===== src/rtl/asic_bridge_pkg.sv =====
// Shared constants and types for the ASIC output bridge blocks.
// Latency: n/a (declarations only).
// Backpressure: n/a.
package asic_bridge_pkg;

  // Number of XADC auxiliary channels carrying ASIC outputs
  localparam int NUM_AUX = 4;

  // Defaults shared with the XADC reader and the config registers
  localparam int          DEF_SAMPLE_WIDTH = 12;
  localparam int          DEF_AVG_LOG2     = 3;
  localparam logic [11:0] DEF_MIN_LEVEL    = 12'h100;

  // Classifier sequencing: average -> find argmax -> apply stability filter
  typedef enum logic [1:0] {
    ST_ACCUM   = 2'd0,
    ST_COMPARE = 2'd1,
    ST_DECIDE  = 2'd2
  } cls_state_e;

endpackage


===== src/rtl/asic_output_classifier_if.sv =====
// Sample-in / classification-out bundle for the ASIC output classifier.
// Latency: n/a (wiring only).
// Backpressure: none; sample_valid is a strobe the classifier always accepts.
interface asic_output_classifier_if
  import asic_bridge_pkg::*;
#(
  parameter int SAMPLE_WIDTH = DEF_SAMPLE_WIDTH
);
  logic                    sample_valid;
  logic [SAMPLE_WIDTH-1:0] aux0;
  logic [SAMPLE_WIDTH-1:0] aux1;
  logic [SAMPLE_WIDTH-1:0] aux2;
  logic [SAMPLE_WIDTH-1:0] aux3;
  logic [SAMPLE_WIDTH-1:0] avg_aux0;
  logic [SAMPLE_WIDTH-1:0] avg_aux1;
  logic [SAMPLE_WIDTH-1:0] avg_aux2;
  logic [SAMPLE_WIDTH-1:0] avg_aux3;
  logic [1:0]              network_output;
  logic                    output_valid;
  logic                    class_update;
  logic                    no_spike;

  // Sample producer side (XADC reader)
  modport master (
    output sample_valid, aux0, aux1, aux2, aux3,
    input  avg_aux0, avg_aux1, avg_aux2, avg_aux3,
    input  network_output, output_valid, class_update, no_spike
  );

  // Classifier side
  modport slave (
    input  sample_valid, aux0, aux1, aux2, aux3,
    output avg_aux0, avg_aux1, avg_aux2, avg_aux3,
    output network_output, output_valid, class_update, no_spike
  );
endinterface


===== src/rtl/asic_output_classifier_aux_window_accumulator.sv =====
// Box-car accumulator for one AUX channel; emits the truncated window mean.
// Latency: avg updates on the edge that accepts the last sample of a window.
// Backpressure: none; every sample_valid strobe is accumulated.
module aux_window_accumulator
  import asic_bridge_pkg::*;
#(
  parameter int SAMPLE_WIDTH = DEF_SAMPLE_WIDTH,
  parameter int AVG_LOG2     = DEF_AVG_LOG2
) (
  input  logic                    clk,
  input  logic                    rst,
  input  logic                    sample_valid,
  input  logic                    window_end,
  input  logic [SAMPLE_WIDTH-1:0] sample,
  output logic [SAMPLE_WIDTH-1:0] avg
);
  // Wide enough for 2^AVG_LOG2 full-scale samples, so no overflow is possible
  localparam int ACC_W = SAMPLE_WIDTH + AVG_LOG2;

  logic [ACC_W-1:0] acc_q;
  logic [ACC_W-1:0] acc_sum;

  assign acc_sum = acc_q + ACC_W'(sample);

  // Add on each strobe; on the closing sample publish sum>>AVG_LOG2 and restart
  always_ff @(posedge clk) begin
    if (rst) begin
      acc_q <= '0;
      avg   <= '0;
    end else if (sample_valid) begin
      if (window_end) begin
        avg   <= acc_sum[ACC_W-1:AVG_LOG2];
        acc_q <= '0;
      end else begin
        acc_q <= acc_sum;
      end
    end
  end

endmodule


===== src/rtl/asic_output_classifier.sv =====
// Averages four AUX channels per window, picks the dominant one, commits it once stable.
// Latency: avg_aux* after the window's last-sample edge E; decision outputs after E+2.
// Backpressure: none; samples arriving during COMPARE/DECIDE feed the next window.
module asic_output_classifier
  import asic_bridge_pkg::*;
#(
  parameter int                    SAMPLE_WIDTH = DEF_SAMPLE_WIDTH,
  parameter int                    AVG_LOG2     = DEF_AVG_LOG2,
  parameter int                    STABLE_COUNT = 3,
  parameter logic [SAMPLE_WIDTH-1:0] MIN_LEVEL  = SAMPLE_WIDTH'(DEF_MIN_LEVEL)
) (
  input logic                     clk,
  input logic                     rst,
  asic_output_classifier_if.slave bus
);
  localparam logic [3:0] STABLE_MAX = 4'(STABLE_COUNT);

  logic [SAMPLE_WIDTH-1:0] aux_in [NUM_AUX];
  logic [SAMPLE_WIDTH-1:0] avg    [NUM_AUX];

  logic [AVG_LOG2-1:0] samp_cnt_q;
  logic                window_end;

  cls_state_e state_q, state_d;

  logic [1:0]              arg_idx;
  logic [SAMPLE_WIDTH-1:0] arg_val;
  logic [1:0]              max_idx_q;
  logic [SAMPLE_WIDTH-1:0] max_val_q;

  logic [1:0] cand_q, cand_d;
  logic [3:0] stable_q, stable_d;
  logic       spike;
  logic       commit;

  logic [1:0] net_q;
  logic       out_valid_q;
  logic       class_update_q;
  logic       no_spike_q;

  assign aux_in[0] = bus.aux0;
  assign aux_in[1] = bus.aux1;
  assign aux_in[2] = bus.aux2;
  assign aux_in[3] = bus.aux3;

  // Last sample of the window: the counter is about to wrap
  assign window_end = bus.sample_valid && (samp_cnt_q == '1);

  for (genvar g = 0; g < NUM_AUX; g++) begin : g_acc
    aux_window_accumulator #(
      .SAMPLE_WIDTH(SAMPLE_WIDTH),
      .AVG_LOG2    (AVG_LOG2)
    ) u_acc (
      .clk         (clk),
      .rst         (rst),
      .sample_valid(bus.sample_valid),
      .window_end  (window_end),
      .sample      (aux_in[g]),
      .avg         (avg[g])
    );
  end

  // Window sample counter; wraps naturally to 0 after 2^AVG_LOG2 samples
  always_ff @(posedge clk) begin
    if (rst) begin
      samp_cnt_q <= '0;
    end else if (bus.sample_valid) begin
      samp_cnt_q <= samp_cnt_q + 1'b1;
    end
  end

  // FSM state register
  always_ff @(posedge clk) begin
    if (rst) begin
      state_q <= ST_ACCUM;
    end else begin
      state_q <= state_d;
    end
  end

  // FSM next state: one cycle each for argmax and decision after a window closes
  always_comb begin
    state_d = state_q;
    case (state_q)
      ST_ACCUM:   if (window_end) state_d = ST_COMPARE;
      ST_COMPARE: state_d = ST_DECIDE;
      ST_DECIDE:  state_d = ST_ACCUM;
      default:    state_d = ST_ACCUM;
    endcase
  end

  // Argmax over the published averages; strict '>' keeps the lowest index on ties
  always_comb begin
    arg_idx = '0;
    arg_val = avg[0];
    for (int i = 1; i < NUM_AUX; i++) begin
      if (avg[i] > arg_val) begin
        arg_idx = 2'(i);
        arg_val = avg[i];
      end
    end
  end

  // Stability filter: count consecutive identical winners, saturating, and decide on commit
  always_comb begin
    spike    = (max_val_q >= MIN_LEVEL);
    cand_d   = cand_q;
    stable_d = stable_q;
    if ((max_idx_q == cand_q) && (stable_q != 4'd0)) begin
      stable_d = (stable_q >= STABLE_MAX) ? STABLE_MAX : stable_q + 4'd1;
    end else begin
      cand_d   = max_idx_q;
      stable_d = 4'd1;
    end
    commit = (stable_d == STABLE_MAX) && ((net_q != cand_d) || !out_valid_q);
  end

  // Decision registers: capture argmax in COMPARE, update filter and outputs in DECIDE
  always_ff @(posedge clk) begin
    if (rst) begin
      max_idx_q      <= '0;
      max_val_q      <= '0;
      cand_q         <= '0;
      stable_q       <= '0;
      net_q          <= '0;
      out_valid_q    <= 1'b0;
      class_update_q <= 1'b0;
      no_spike_q     <= 1'b0;
    end else begin
      class_update_q <= 1'b0;
      if (state_q == ST_COMPARE) begin
        max_idx_q <= arg_idx;
        max_val_q <= arg_val;
      end
      if (state_q == ST_DECIDE) begin
        if (!spike) begin
          no_spike_q <= 1'b1;
          stable_q   <= 4'd0;
        end else begin
          no_spike_q <= 1'b0;
          cand_q     <= cand_d;
          stable_q   <= stable_d;
          if (commit) begin
            net_q          <= cand_d;
            out_valid_q    <= 1'b1;
            class_update_q <= 1'b1;
          end
        end
      end
    end
  end

  assign bus.avg_aux0       = avg[0];
  assign bus.avg_aux1       = avg[1];
  assign bus.avg_aux2       = avg[2];
  assign bus.avg_aux3       = avg[3];
  assign bus.network_output = net_q;
  assign bus.output_valid   = out_valid_q;
  assign bus.class_update   = class_update_q;
  assign bus.no_spike       = no_spike_q;

endmodule


===== src/flat_wrapper.sv =====
// flat-port wrapper written by rule: the top's interface ports become plain ports
module asic_output_classifier_flat import asic_bridge_pkg::*;
#(
  parameter int                    SAMPLE_WIDTH = DEF_SAMPLE_WIDTH,
  parameter int                    AVG_LOG2     = DEF_AVG_LOG2,
  parameter int                    STABLE_COUNT = 3,
  parameter logic [SAMPLE_WIDTH-1:0] MIN_LEVEL  = SAMPLE_WIDTH'(DEF_MIN_LEVEL)
)
  (clk, rst, bus_sample_valid, bus_aux0, bus_aux1, bus_aux2, bus_aux3, bus_avg_aux0, bus_avg_aux1, bus_avg_aux2, bus_avg_aux3, bus_network_output, bus_output_valid, bus_class_update, bus_no_spike);
  asic_output_classifier_if #(.SAMPLE_WIDTH(SAMPLE_WIDTH)) bus_i ();
  input logic clk;
  input logic rst;
  input wire logic [$bits(bus_i.sample_valid)-1:0] bus_sample_valid;
  input wire logic [$bits(bus_i.aux0)-1:0] bus_aux0;
  input wire logic [$bits(bus_i.aux1)-1:0] bus_aux1;
  input wire logic [$bits(bus_i.aux2)-1:0] bus_aux2;
  input wire logic [$bits(bus_i.aux3)-1:0] bus_aux3;
  output wire logic [$bits(bus_i.avg_aux0)-1:0] bus_avg_aux0;
  output wire logic [$bits(bus_i.avg_aux1)-1:0] bus_avg_aux1;
  output wire logic [$bits(bus_i.avg_aux2)-1:0] bus_avg_aux2;
  output wire logic [$bits(bus_i.avg_aux3)-1:0] bus_avg_aux3;
  output wire logic [$bits(bus_i.network_output)-1:0] bus_network_output;
  output wire logic [$bits(bus_i.output_valid)-1:0] bus_output_valid;
  output wire logic [$bits(bus_i.class_update)-1:0] bus_class_update;
  output wire logic [$bits(bus_i.no_spike)-1:0] bus_no_spike;
  assign bus_i.sample_valid = bus_sample_valid;
  assign bus_i.aux0 = bus_aux0;
  assign bus_i.aux1 = bus_aux1;
  assign bus_i.aux2 = bus_aux2;
  assign bus_i.aux3 = bus_aux3;
  assign bus_avg_aux0 = bus_i.avg_aux0;
  assign bus_avg_aux1 = bus_i.avg_aux1;
  assign bus_avg_aux2 = bus_i.avg_aux2;
  assign bus_avg_aux3 = bus_i.avg_aux3;
  assign bus_network_output = bus_i.network_output;
  assign bus_output_valid = bus_i.output_valid;
  assign bus_class_update = bus_i.class_update;
  assign bus_no_spike = bus_i.no_spike;
  asic_output_classifier #(.SAMPLE_WIDTH(SAMPLE_WIDTH), .AVG_LOG2(AVG_LOG2), .STABLE_COUNT(STABLE_COUNT), .MIN_LEVEL(MIN_LEVEL)) u_core (.clk(clk), .rst(rst), .bus(bus_i));
endmodule

===== config.mk =====
export PLATFORM = sky130hd
export DESIGN_NAME = asic_output_classifier_flat
export DESIGN_NICKNAME = d
export VERILOG_FILES = /design/src/rtl/asic_bridge_pkg.sv /design/src/rtl/asic_output_classifier_if.sv /design/src/rtl/asic_output_classifier_aux_window_accumulator.sv /design/src/rtl/asic_output_classifier.sv /design/src/flat_wrapper.sv
export SDC_FILE = /design/constraint.sdc
export NUM_CORES = 1
export LEC_CHECK = 0
export CORE_MARGIN = 5
export CORE_UTILIZATION = 25
export DETAILED_ROUTE_END_ITERATION = 8
export PLACE_DENSITY_LB_ADDON = 0.1
export SLEW_MARGIN = 20
export SYNTH_ARGS = -nofsm -noshare
export SYNTH_HDL_FRONTEND = slang
export SYNTH_HIERARCHICAL = 1
export SYNTH_SLANG_ARGS = --single-unit

===== constraint.sdc =====
create_clock -name clk -period 17.95 [get_ports clk]
set_clock_uncertainty 0.05 [all_clocks]
set_input_delay 1.795 -clock clk [delete_from_list [all_inputs] [get_ports clk]]
set_output_delay 1.795 -clock clk [all_outputs]
set_load 0.02 [all_outputs]

=== Word-level counts from Yosys, hierarchy flattened ===
Cells that the tools add are included.

* Add/subtract/negate cells: 6
* Order comparisons: 5
* Equality and inequality tests: 7
* Mux-type cells: 18
* Bitwise gates (word level): 2
* Reductions and logical operators: 11

{| class="wikitable"
|+ Operators with widths
! operator !! count
|-
| $add 15x12->15 || 4
|-
| $mux 15 || 4
|-
| $gt 12x12->1 || 3
|-
| $mux 12 || 3
|-
| $ge 12x9->1 const B || 1
|-
| $mux 4 || 3
|-
| $mux 2 || 4
|-
| $add 4x1->4 const B || 1
|-
| $eq 4x2->1 const B || 1
|-
| $ge 4x2->1 const B || 1
|-
| $pmux 2 s2 || 1
|-
| $reduce_and 2->1 || 2
|-
| $reduce_bool 4->1 || 1
|-
| $add 3x1->3 const B || 1
|-
| $eq 3x3->1 const B || 1
|-
| $logic_and 1x1->1 || 3
|-
| $mux 1 || 3
|-
| $reduce_and 3->1 || 1
|-
| $reduce_or 3->1 || 1
|-
| $eq 2x1->1 const B || 1
|-
| $eq 2x2->1 || 1
|-
| $eq 2x2->1 const B || 1
|-
| $logic_not 2->1 || 1
|-
| $ne 2x2->1 || 1
|-
| 4 further kinds || 5
|}

* Bits in registers: 138
* Input bits: 51
* Output and inout bits: 53
* Word-level logic and storage cells: 67

=== Logic depth before layout (Yosys ltp) ===
Gate-level depths: netlist (run 1).

* Word-level depth: 7
* Gate-level depth with buffers: 33
* Mapped depth without buffers: 29

=== Modules after synthesis ===
The synthesis (run 1) kept the hierarchy.

{| class="wikitable"
|+ Modules (own cells, without submodules)
! module !! instances !! cells each !! area each (um^2) !! seq. area each (um^2)
|-
| aux_window_accumulator (u_core.g_acc[0].u_acc ...) || 3 || 200 || 1,640.3 || 540.5
|-
| asic_output_classifier || 1 || 282 || 2,237.1 || 440.4
|-
| aux_window_accumulator (u_core.g_acc[3].u_acc) || 1 || 204 || 1,654.1 || 540.5
|}

=== Worst setup path before layout (run 1) ===
No wires, ideal clock.

* Path type: register to register
* Start: reg u_core.g_acc[0].u_acc.avg[1]
* End: reg u_core.max_val_q[10]
* Setup time: 91 ps
* Data arrival time: 6,186 ps
* Data required time: 17,809 ps
* Setup slack: 11,623 ps
* Cell stages (with the launch flop): 32
* Buffers on the path: 4
* Clock period less this slack: 6,327 ps
* Path through: dfxtp_1 inv_1 ha_1 nor2b_1 o211ai_1 a211oi_1 nor2_1 a21oi_1 buf_2 mux2i_1 ha_1 a21oi_1 nand2_1 a211o_1 or4_1 o311ai_0 o21a_1 a21o_2 clkbuf_1 o21ai_0 ha_1 nor2b_1 o21ai_0 nand2b_1 a21oi_1 o21ai_0 o32a_1 clkbuf_1 a211oi_2 buf_4 nand2_1 a311oi_1

* Longest elaborated chain between the ends: 6

{| class="wikitable"
|+ Ends and longest elaborated chain
! item !! line !! RTL
|-
| start, declared || asic_output_classifier_aux_window_accumulator.sv:15 || <nowiki>output logic [SAMPLE_WIDTH-1:0] avg</nowiki>
|-
| start signal, assigned || asic_output_classifier_aux_window_accumulator.sv:32 || <nowiki>avg <= acc_sum[ACC_W-1:AVG_LOG2];</nowiki>
|-
| $gt 12x12->1 || asic_output_classifier.sv:97 || <nowiki>if (avg[i] > arg_val) begin</nowiki>
|-
| $mux 12 * || asic_output_classifier.sv:97 ||
|-
| $gt 12x12->1 || asic_output_classifier.sv:97 ||
|-
| $mux 12 * || asic_output_classifier.sv:97 ||
|-
| $gt 12x12->1 || asic_output_classifier.sv:97 ||
|-
| $mux 12 * || asic_output_classifier.sv:97 ||
|-
| end signal, assigned || asic_output_classifier.sv:133 || <nowiki>max_val_q <= arg_val;</nowiki>
|-
| end, declared || asic_output_classifier.sv:29 || <nowiki>logic [SAMPLE_WIDTH-1:0] max_val_q;</nowiki>
|}

Every way passes the cells marked *; elsewhere a longest branch is shown, timed or not.
A chain may end at the register's enable or synchronous reset.

=== Worst setup path after layout (run 1) ===
* Start: reg u_core.g_acc[0].u_acc.avg[11]
* End: reg u_core.max_val_q[11]

Same word-level chain as after synthesis.

==> flow_summary_export.csv, run 1 <==
group,metric,value,unit
layout,nNetsFinal,1300,
die,dieHeight,198,um
layout,multi_input_area,5780,um^2
worst_hold_path,hold_class,"flip-flop to flip-flop",
clock_network,cts_resized,0,
sta,slew_violations,0,
logic_synthesis,netlist.area_leader.share,29.5,%
die,io_pins,104,
clock_network,clk_latency,430,ps
clock_network,path_clk_slew,60,ps
logic_synthesis,yosysTopAreaCell,"dfxtp_1",
sta,rsz0062_at_grt,"false",
logic_synthesis,syn_area,8810,um^2
sta,finalWorstSetupSlack,11140,ps
logic_synthesis,seq_area_frac_synth,29.5,%
sta,holdWs,413,ps
placed_design,portBuffers,103,
sta,slew_headroom,32.2,%
layout,drive_gt1_share,5.12,%
outcome,outcome,"finished, final reports clean",
grt,grt_first_pass_wirelength,45600,um
clock_network,cts_tree,"done",
pwr,power,882,uW
grt,grt_max_degree,55,
routing,via_count,8127,
routing,via_per_inst,5.00,
critical_path,crit_path_end_kind,"flip-flop",
sta,period_share,37.9,%
grt,overflow,0,
logic_synthesis,avgSynthCellArea,8.11,um^2
placed_design,dpl_cell_area,10200,um^2
routing,ant_nets,0,
job,cap_violations,0,
clock_network,numCtsBuffers,17,
clock_network,cts_max_level,4,
logic_synthesis,async_flop_share,0,%
sta,tightest_slew,1010,ps
sta,period_needed,6810,ps
critical_path,required,18230,ps
logic_synthesis,synth_cells,1086,
die,die_x,198,um
die,start_util,25.4,%
critical_path,crit_fanout,22,
placed_design,place_congestion,0.798,
critical_path,crit_path_top_delay_cell,"or4_1",
sta,setup_viol,0,
clock_network,cts_setup_buffers,0,
layout,stdcell_area,10800,um^2
sta,hold_viol,0,
pwr,ir_drop,0.0650,mV
clock_network,clock_path_buffers,2,
logic_synthesis,synth-seq-cells,130,
logic_synthesis,synthFlopType,"dfxtp_1",
clock_network,hold_buffers,0,
placed_design,hpwl,21400,um
sta,fmax,147,MHz
layout,antenna_cells,0,
layout,fill_cells,3796,
routing,routed_wl,28700,um
sta,final.setup.tns,0,ps
logic_synthesis,synth_warnings,6,
pwr,powerDensity,81.4,nW/um^2
routing,drt-initial-drc-count,342,
logic_synthesis,syn-num-nets,1228,
critical_path,timing_worst_setup_path_type,"flip-flop to flip-flop",
critical_path,critPathArrivalTime,7090,ps
placed_design,pre_cts_ws,11130,ps
clock_network,cts_sinks,130,
logic_synthesis,synth_cell_types,72,
grt,grt.total_usage,14.6,%
layout,regArea,2600,um^2
routing,firstDrtPassIters,4,
logic_synthesis,yosys-top-cells-area,"dfxtp_1, ha_1, nand2_1",
die,core-area,34700,um^2
routing,post_drt_wl_per_cell,17.6,um
grt,antenna_found_initial,0,
critical_path,r2r_slack,11140,ps
critical_path,start_kind,"flip-flop",
layout,area_growth,23.0,%
grt,grt_pass1_vias,7973,
die,dieArea,39100,um^2
die,placementRows,68,
pwr,p_leak,0.00428,uW
logic_synthesis,synth_edf_count,0,
clock_network,cts-root-buf,"clkbuf_16",
critical_path,cpPeakStageDelay,470,ps
routing,drc_errors,0,
## cell families after synthesis
family / after synthesis / synth area share [%]
adder cells (fa/ha/maj): 91 / 13.3
AO/OA/AOI/OAI: 289 / 23.0
AND/OR/NAND/NOR: 423 / 24.0
buffers and inverters: 104 / 4.84
multiplexers: 24 / 2.87
flip-flops: 130 / 29.5
XOR/XNOR: 25 / 2.48
## area by class of cell
type                            instances  area share [%]
Inverter                               49            1.70
Timing Repair Buffer                  108            9.79
Sequential cell                       130            24.0
Multi-Input combinational cell        852            53.3
Clock buffer                           17            3.92
Tap cell                              455            5.25
Clock inverter                         15            1.99
## Yosys cell counts (5+ instances only)
library cell,instances
and3_1,13
nor4_1,8
o21ai_0,35
a211oi_1,9
inv_1,46
nor2_1,104
a211o_1,6
a21o_1,21
ha_1,87
o21a_1,11
clkbuf_1,47
a22oi_1,23
xor2_1,11
or3_1,16
nor3_1,9
nand2_1,115
o211ai_1,13
a221o_1,6
nand3b_1,10
nor3b_1,7
a31oi_1,15
o2111ai_1,5
nand4_1,18
dfxtp_1,130
a311oi_1,5
a311o_1,11
nand3_1,54
nor2b_1,16
a32oi_1,6
or4_1,9
and2_1,14
xnor2_1,14
nand2b_1,5
mux2i_1,23
and4_1,14
a21oi_1,76
## through the flow
stage               instances  utilization, %
global placement         1594            29.4
CTS                      1626            31.2
finish                   1626            31.2
global route             1626            31.2
floorplan                1086               -
detailed placement       1594            29.4
## worst max-delay path: cells and delay by family, from the launching register on
kind | cells | cell delay, ps
fa+ha+maj | 3 | 900
mux | 1 | 410
flops | 1 | 380
simple gates | 8 | 1180
buf+inv | 2 | 320
compound gates | 14 | 3450
## worst paths after layout
kind / from / end / depth (start not counted)
worst min register to register: u_core/stable_q[2] / u_core/stable_q[2] / 1
worst max-delay path: u_core/g_acc[0].u_acc/avg[11] / u_core/max_val_q[11] / 28
worst min-delay path: u_core/stable_q[2] / u_core/stable_q[2] / 1
worst max register to register: u_core/g_acc[0].u_acc/avg[11] / u_core/max_val_q[11] / 28
## cell usage in the layout (no fill, tap or decap), types with 16 or more instances in the layout
cell type / synthesis / routed
nand2_1: 115 / 115
nand4_1: 18 / 18
clkbuf_16: 0 / 17
mux2i_1: 23 / 23
clkdlybuf4s50_1: 0 / 101
nor2b_1: 16 / 16
or3_1: 16 / 16
nor2_1: 104 / 104
a21o_1: 21 / 21
o21ai_0: 35 / 35
dfxtp_1: 130 / 130
ha_1: 87 / 87
nand3_1: 54 / 54
inv_1: 46 / 46
a22oi_1: 23 / 23
a21oi_1: 76 / 76
## power breakdown
part	internal (uW)	switching, uW
registers	305	12.6
clock network	245	143
logic	74.4	102
## state kept, by name (all words and copies together) (netlist names)
register,count
u_core/samp_cnt_q,3
u_core/max_val_q,4
u_core/cand_q,2
u_core/stable_q,4
u_core/bus.class_update,1
u_core/state_q,2
u_core/max_idx_q,2
u_core/g_acc.u_acc/avg,48
u_core/bus.network_output,2
u_core/bus.no_spike,1
u_core/bus.output_valid,1
u_core/g_acc.u_acc/acc_q,60
## layer usage
metal,part of all wire [%],GRT usage [%],vias to the layer above
met5,0,0,-
met4,0.84,3.01,0
met3,5.0,4.13,13
met2,45,23.3,117
met1,49,19.9,3830
li1,-,-,4167
(Power assumes the default switching activity.)
==> inputs of run 2 (changes only) <==
==> constraint.sdc (replaced) <==
create_clock -name clk -period 5.5 [get_ports clk]
set_clock_uncertainty 0.05 [all_clocks]
set_input_delay 0.55 -clock clk [delete_from_list [all_inputs] [get_ports clk]]
set_output_delay 0.55 -clock clk [all_outputs]
set_load 0.02 [all_outputs]
==> flow_summary_export.csv, run 2 (same netlist as run 1, synthesis figures left out) <==
group,metric,value,unit
outcome,outcome,"complete, but fails checks",
outcome,violations,"negative setup slack",
layout,nNetsFinal,1375,
die,dieHeight,198,um
sta,rsz0062_at_grt,"true",
die,start_util,25.4,%
critical_path,worstReg2RegStart,"u_core/g_acc[0].u_acc/avg[1]",
job,cap_violations,0,
sta,period_needed,5610,ps
sta,tightest_slew,972,ps
worst_hold_path,hold_class,"flip-flop to flip-flop",
grt,overflow,0,
clock_network,numCtsBuffers,17,
routing,routed_wl,29600,um
layout,layout_common_cells,"dfxtp_1, nand2_1, clkdlybuf4s50_1",
grt,grt_first_pass_wirelength,47500,um
sta,holdWs,409,ps
routing,drc_errors,0,
clock_network,clock_path_buffers,2,
layout,final_common_cell,"dfxtp_1",
critical_path,required,5790,ps
critical_path,critPathArrivalTime,5900,ps
worst_hold_path,holdCritStartpoint,"u_core/stable_q[2]",
sta,slew_headroom,34.9,%
routing,post_drt_wl_per_cell,17.4,um
sta,slew_violations,0,
critical_path,cpPeakStageDelay,440,ps
sta,fmax,178,MHz
critical_path,r2r_slack,-110,ps
die,placementRows,68,
routing,via_count,8527,
placed_design,portBuffers,103,
clock_network,clk_latency,430,ps
layout,antenna_cells,0,
pwr,powerDensity,232,nW/um^2
grt,grt_max_degree,46,
critical_path,start_kind,"flip-flop",
worst_hold_path,hold_depth,1,
sta,final.setup.tns,-309,ps
grt,grt.total_usage,15.2,%
sta,finalWorstSetupSlack,-113,ps
worst_hold_path,timing.hold.worst_endpoint,"u_core/stable_q[2]",
sta,period_share,102,%
placed_design,place_congestion,0.788,
routing,via_per_inst,5.01,
clock_network,cts_tree,"done",
critical_path,r2r-end,"u_core/max_val_q[8]",
critical_path,crit_path_end_kind,"flip-flop",
layout,top_regs,"u_core/g_acc.u_acc/acc_q: 60 flops, u_core/g_acc.u_acc/avg: 48 flops",
routing,drt-initial-drc-count,390,
routing,ant_nets,0,
clock_network,cts_sinks,130,
die,core-area,34700,um^2
layout,drive_gt1_share,16.5,%
critical_path,timing_worst_setup_path_type,"flip-flop to flip-flop",
critical_path,rr_worst_depth,31,
layout,area_growth,35.1,%
die,die_x,198,um
placed_design,hpwl,22300,um
critical_path,crit_path_top_delay_cell,"or4_4",
sta,hold_viol,0,
clock_network,cts-root-buf,"clkbuf_16",
grt,grt_pass1_vias,8508,
clock_network,path_clk_slew,60,ps
critical_path,crit_fanout,8,
layout,regMostFlops,"u_core/g_acc.u_acc/acc_q",
pwr,p_leak,0.00474,uW
die,dieArea,39100,um^2
layout,fin_util,34.3,%
clock_network,cts_max_level,4,
sta,setup_viol,4,
clock_network,hold_buffers,0,
placed_design,pre_cts_ws,-356,ps
grt,antenna_found_initial,0,
pwr,ir_drop,0.200,mV
die,io_pins,104,
routing,firstDrtPassIters,5,
layout,largest_reg_flops,60,
## run 2: cell types whose count changed in the layout (fill, tap and decap cells not counted), moves of 5 or more
cell	before	now
buf_4	6	75
dfxtp_1	130	115
dfxtp_2	0	12
ha_1	87	75
ha_4	0	12
nor2_1	104	96
a21oi_1	76	69
a21oi_2	2	9
mux2i_1	23	17
mux2i_4	1	6
o21ai_0	35	30
## run 2: final cells by class
type / count / area, um^2
multi-input cells: 853 / 6270
clock inverters: 13 / 136
flip-flops and latches: 130 / 2630
clock buffers: 19 / 453
inverters: 49 / 184
fillers: 3728 / 22800
repair buffers: 182 / 1660
well taps: 455 / 569
## run 2: layer usage
metal  wire, um  share of wire [%]  up-vias  track usage (%)
met5          0                  0        -                0
met4        349                1.2        0             3.77
met3        893                3.0       15             2.72
met2      14000                 47      121             24.7
met1      14400                 49     4059             21.0
li1           -                  -     4332                -
## run 2: through the flow
stage	std cells	power, uW	instance area, um^2
after floorplan	1086	1470	8900
after global placement	1657	1630	10800
after detailed placement	1657	1620	10800
after CTS	1698	2810	11700
after global routing	1701	2930	11900
final	1701	2770	11900
## run 2: worst max path at each step
stage	endpoint	slack (ps)	from
finish	u_core/max_val_q[8]	-110	u_core/g_acc[0].u_acc/avg[1]
global route	u_core/max_val_q[8]	-430	u_core/g_acc[0].u_acc/avg[1]
CTS	u_core/max_val_q[9]	-190	u_core/g_acc[0].u_acc/avg[1]
detailed placement	u_core/max_val_q[9]	-360	u_core/g_acc[0].u_acc/avg[11]
global placement	u_core/max_val_q[10]	-170	u_core/g_acc[0].u_acc/avg[11]
floorplan	u_core/max_val_q[11]	-200	u_core/g_acc[0].u_acc/avg[1]
## run 2: power by group
group | leakage [uW] | switching, uW | total, uW | internal, uW
clock network | 0.000281 | 466 | 1160 | 689
registers | 0.00107 | 40.3 | 1030 | 993
logic | 0.00339 | 328 | 577 | 248
total | 0.00474 | 835 | 2770 | 1930
## run 2: worst max-delay path, delay by kind of cell, from the launching register on
family,cells,cell delay (ps)
AO/OA/AOI/OAI,14,2500
AND/OR/NAND/NOR,9,1160
adder cells (fa/ha/maj),3,700
buffers and inverters,4,490
flip-flops,1,340
multiplexers,1,270
## run 2: what timing repair did
action,4_1_cts,5_1_grt
setup buffers,8,3
endpoints found under the setup margin,6,6
cloned,1,0
gates resized for setup,35,38
pin swaps,20,21
